==> config.mk <==
export PLATFORM = sky130hd
export DESIGN_NAME = logic_unit_pipe
export DESIGN_NICKNAME = d
export VERILOG_FILES = /design/src/rtl/logic_unit_pipe.sv
export SDC_FILE = /design/constraint.sdc
export NUM_CORES = 1
export LEC_CHECK = 0
export ABC_AREA = 1
export BUFFER_PORTS_ARGS = -buffer_cell sky130_fd_sc_hd__buf_2
export CORE_ASPECT_RATIO = 0.8
export CORE_MARGIN = 4
export CORE_UTILIZATION = 35
export CTS_BUF_LIST = sky130_fd_sc_hd__clkbuf_4 sky130_fd_sc_hd__clkbuf_8
export DETAILED_ROUTE_END_ITERATION = 8
export HOLD_SLACK_MARGIN = 0.03
export MAX_ROUTING_LAYER = met4
export PLACE_DENSITY = 0.63
export SYNTH_ARGS = -nofsm -noshare
export SYNTH_HDL_FRONTEND = slang
export SYNTH_SLANG_ARGS = --single-unit
==> constraint.sdc <==
create_clock -name clk -period 1.5 [get_ports clk]
set_input_delay 0.15 -clock clk [delete_from_list [all_inputs] [get_ports clk]]
set_output_delay 0.15 -clock clk [all_outputs]
set_load 0.03 [all_outputs]
==> src/rtl/logic_unit_pipe.sv <==
// logic_unit_pipe: registered bitwise logic unit with accumulator and valid/ready handshake
module logic_unit_pipe #(
    parameter int WIDTH = 32,
    parameter logic [WIDTH-1:0] ACC_INIT = '0
) (
    input  logic             clk,
    input  logic             rst_n,
    input  logic             in_valid,
    output logic             in_ready,
    input  logic [2:0]       op,
    input  logic [WIDTH-1:0] a,
    input  logic [WIDTH-1:0] b,
    output logic             out_valid,
    input  logic             out_ready,
    output logic [WIDTH-1:0] result,
    output logic             zero,
    output logic             ones,
    output logic [WIDTH-1:0] acc
);
    logic             accept;
    logic [WIDTH-1:0] r;
    logic             out_valid_q, out_valid_d;
    logic             zero_q, zero_d;
    logic             ones_q, ones_d;
    logic [WIDTH-1:0] result_q, result_d;
    logic [WIDTH-1:0] acc_q, acc_d;
    assign in_ready = rst_n && (!out_valid_q || out_ready);
    assign accept   = in_valid && in_ready;
    always_comb begin
        case (op)
            3'b000:  r = a & b;
            3'b001:  r = a | b;
            3'b010:  r = a ^ b;
            3'b011:  r = ~(a | b);
            3'b100:  r = acc_q | a;
            3'b101:  r = acc_q & a;
            3'b110:  r = ACC_INIT;
            default: r = a;
        endcase
        out_valid_d = accept || (out_valid_q && !out_ready);
        result_d    = accept ? r : result_q;
        zero_d      = accept ? (r == '0) : zero_q;
        ones_d      = accept ? (&r) : ones_q;
        acc_d       = (accept && op[2] && op != 3'b111) ? r : acc_q;
    end
    always_ff @(posedge clk) begin
        if (!rst_n) begin
            out_valid_q <= 1'b0;
            result_q    <= '0;
            zero_q      <= 1'b1;
            ones_q      <= 1'b0;
            acc_q       <= ACC_INIT;
        end else begin
            out_valid_q <= out_valid_d;
            result_q    <= result_d;
            zero_q      <= zero_d;
            ones_q      <= ones_d;
            acc_q       <= acc_d;
        end
    end
    assign out_valid = out_valid_q;
    assign result    = result_q;
    assign zero      = zero_q;
    assign ones      = ones_q;
    assign acc       = acc_q;
endmodule

==> results.tsv <==
stage	metric	value	unit
sta	Tmin final	1.575	ns
worst_setup_path	Setup crit end kind	flop	
detailed_routing	Antenna Nets Post-Route	0	
sta	Pins Over Slew Limit	0	
logic_synthesis	Post-synth ARST share	0	
detailed_routing	Pre-antenna DRT Iters	5	
finish	fraction of layout cells with a size suffix above 1	0.3467	
logic_synthesis	Yosys reg bits	67	
grt	first-pass GRT wire length	32000	um
finish	Inserted Diodes	0	
clock_tree	root buffer cell	clkbuf_8	
floorplanning	placement row count	39	
clock_tree	deepest clock path buffer count	2	
grt	vias in the first global route	6015	
clock_tree	Clock transition at path regs	0.08	ns
grt	Congestion Overflow GR	0	
worst_setup_path	worst r2r path cells	12	
clock_tree	CTS tree	done	
logic_synthesis	register area share after synthesis	0.2528	
logic_synthesis	Avg Synthesized Cell Area	5.799	sq um
worst_setup_path	reg-to-reg endpoint	zero$_SDFFE_PN1P_	
run_status	status	finished, violations left	
clock_tree	worst skew pair latency	0.37	ns
grt	antenna violations before repair	0	
worst_setup_path	Buf+Inv Stages, Crit Path	6	
sta	Fin Setup TNS	-0.08121	ns
finish	Nets	1295	
logic_synthesis	prevailing post-synth register cell	dfxtp_1	
power_and_ir_drop	LEAKAGE	0.004465	uW
logic_synthesis	syn nets	1018	
floorplanning	Die ar.	17210	sq um
sta	fmax	634.8	MHz
worst_setup_path	cell mode on critical path	buf_4	
detailed_routing	post-DR wirelength/cell	15.38	um
run_status	failing checks	negative setup slack	
hold_path	Min-Delay Endpoint	out_valid$_SDFF_PN0_	
detailed_routing	Vias	6847	
sta	RSZ-0062 raised after global routing	yes	
worst_setup_path	crit start category	input port	
floorplanning	Die Span X	145.7	um
sta	Post-Route Skew	0.009654	ns
worst_setup_path	Worst EP arrival	1.89	ns
hold_path	Worst Hold Path Cells	4	
sta	final setup fails	2	
worst_setup_path	Critical Path Fanout Max	7	
finish	final design utilization	0.5517	
place	Post-DP Area	7192	sq um
detailed_routing	vias per cell	4.958	
grt	largest net degree at the start of global routing	56	
place	Detailed Place HPWL	15370	um
clock_tree	CTS Sinks	67	
worst_setup_path	slowest CP cell	nand4_1	
sta	Relative slew margins	0.6107	
worst_setup_path	CP Class	input port to flop	
place	port bufs	138	
floorplanning	starting density of the core	0.3649	
sta	final worst path period share	1.050	
sta	number of failing hold endpoints at the final stage	0	
floorplanning	Die Y	118.1	um
detailed_routing	First DRT Iteration DRCs	609	
detailed_routing	detailed-route wire length	21250	um
clock_tree	CTS buffer count	9	
power_and_ir_drop	Peak supply drop	559.7	uV
power_and_ir_drop	Power Dens Cells	691.6	nW/um^2
clock_tree	# H-tree levels	3	
place	GPL Wtd Cong	0.9501	
sta	worst-margin pin slew	0.5839	ns
floorplanning	num ports	139	
detailed_routing	# DRC	0	
floorplanning	Core ar.	14540	sq um
finish	P&R area growth vs syn	51.19	%
worst_setup_path	reg-to-reg startpoint	acc[26]$_SDFFE_PN0P_	
worst_setup_path	highest cell delay on the worst timing path	0.19	ns
hold_path	Min-Delay Path Class	input port to flop	
finish	post-route cell area	8023	sq um
worst_setup_path	worst path required time	1.82	ns
hold_path	HP Start	out_ready	
logic_synthesis	YS warnings	0	
logic_synthesis	Mapped Cells	915	
worst_setup_path	r2r setup slk	-0.06	ns
grt	gr usage total	0.2366	
logic_synthesis	number of synthesized flops with an enable pin	0	
run	max-cap violations	0	
logic_synthesis	Distinct cells, synth	25	
worst_setup_path	crit path cell chain	buf_6, buf_4, inv_4, nor2_4, buf_4, buf_4, nand3b_1, nand2_1, nor2_2, nand3_2, buf_6, nor2_4, nand4_1, nor2_2, nand3_1, nand2_1	
worst_setup_path	crit-path leading delay family	simple AND/OR/NAND/NOR gates	
logic_synthesis	mapped cell area	5306	sq um
sta	final worst slack	-0.07539	ns
## placed cells by master (no fill, tap or decap), types with 6 or more instances in the layout
| cell | synthesis | layout |
|---|---|---|
| buf_6 | 0 | 12 |
| buf_2 | 15 | 135 |
| buf_12 | 0 | 9 |
| o21ai_0 | 86 | 70 |
| nor2_2 | 2 | 11 |
| inv_2 | 5 | 7 |
| inv_1 | 153 | 149 |
| ha_1 | 32 | 32 |
| nand2_2 | 1 | 15 |
| a31oi_1 | 6 | 6 |
| nor2_4 | 3 | 8 |
| nand3_1 | 108 | 94 |
| clkbuf_8 | 0 | 9 |
| buf_4 | 5 | 150 |
| dfxtp_1 | 67 | 50 |
| o21ai_1 | 4 | 16 |
| a21oi_1 | 31 | 28 |
| nor2_1 | 69 | 55 |
| nand3_2 | 1 | 14 |
| dfxtp_2 | 0 | 13 |
| o211ai_1 | 11 | 11 |
| nand4_1 | 23 | 23 |
| nand2_1 | 260 | 244 |
## metal layers
| layer | vias to the layer above | GRT usage | wire [um] | share of wire |
|---|---|---|---|---|
| li1 | 3476 | - | - | - |
| met1 | 3055 | 0.3651 | 10730 | 0.51 |
| met5 | - | - | 0 | 0 |
| met2 | 292 | 0.3192 | 8558 | 0.40 |
| met3 | 24 | 0.03673 | 1682 | 0.079 |
| met4 | 0 | 0.05219 | 271 | 0.013 |
## cell families (layout without fill, tap and decap cells)
family	count (synthesis)	count (layout)	synth area share
buffers and inverters	206	487	0.1533
AOI/OAI and AO/OA	138	138	0.1368
DFF	67	67	0.2528
and+or+nand+nor	472	473	0.3818
adders and majority gates	32	32	0.07545
## registers in the layout, indices dropped and copies added (netlist names)
signal	count
ones	1
out_valid	1
zero	1
result	32
acc	32
## where the power goes
part	switching [uW]	internal [uW]	leakage, uW
Combinational	1250	890	0.00382
Clock	830	611	0.0000864
Sequential	77.8	1890	0.000557
Total	2160	3390	0.00447
## cells in the mapped netlist, drive strengths merged, types with 6 or more instances
cell type,n,area [sq um]
nand2,261,982.2
inv,159,599.3
nand3,109,550.5
o21ai,90,450.4
nor2,74,305.3
dfxtp,67,1341
ha,32,400.4
a21oi,31,155.2
clkbuf,26,97.59
nand4,23,143.9
buf,21,116.4
o211ai,11,82.58
a31oi,6,37.54
## layout make-up
cell class	count	area, sq um
timing repair buffer	312	2242
fill	1481	6519
multi-input combinational	643	3396
sequential	67	1373
inverter	159	606.8
clock buffer	9	123.9
clock inverter	7	51.30
tap	184	230.2
## per-stage QoR
stage | power, uW | hold WS [ns] | instances | setup slack, ns
floorplan | 3018 | 0.2661 | 915 | -0.01337
global placement | 3888 | 0.4199 | 1330 | -0.4732
detailed placement | 3888 | 0.4230 | 1330 | -0.4768
CTS | 5385 | 0.1034 | 1350 | -0.01245
global route | 5883 | 0.1659 | 1381 | -0.1627
finish | 5548 | 0.1624 | 1381 | -0.07539
## tightest hold or removal path, cell delays in order
cell and delay, ns:
buf_2 0.07, inv_1 0.06, a21oi_1 0.15, nor2_1 0.06
## how the worst max path moves through the flow
stage / startpoint / endpoint / cells after the start
after floorplan: out_valid$_SDFF_PN0_ / acc[10]$_SDFFE_PN0P_ / 8
after global placement: op[1] / zero$_SDFFE_PN1P_ / 17
after detailed placement: op[0] / zero$_SDFFE_PN1P_ / 16
after CTS: acc[29]$_SDFFE_PN0P_ / zero$_SDFFE_PN1P_ / 12
after global routing: acc[26]$_SDFFE_PN0P_ / zero$_SDFFE_PN1P_ / 12
final: op[0] / zero$_SDFFE_PN1P_ / 16
## repair_timing
| action | CTS | global route |
|---|---|---|
| gates resized for setup | 20 | 99 |
| cloned | 0 | 6 |
| setup buffers | 3 | 25 |
| pin swaps | 12 | 36 |
| hold buffers | 1 | 0 |
| setup endpoints to repair | 2 | 31 |
| endpoints found under the hold margin | 1 | 0 |
(Power assumes the default switching activity.)
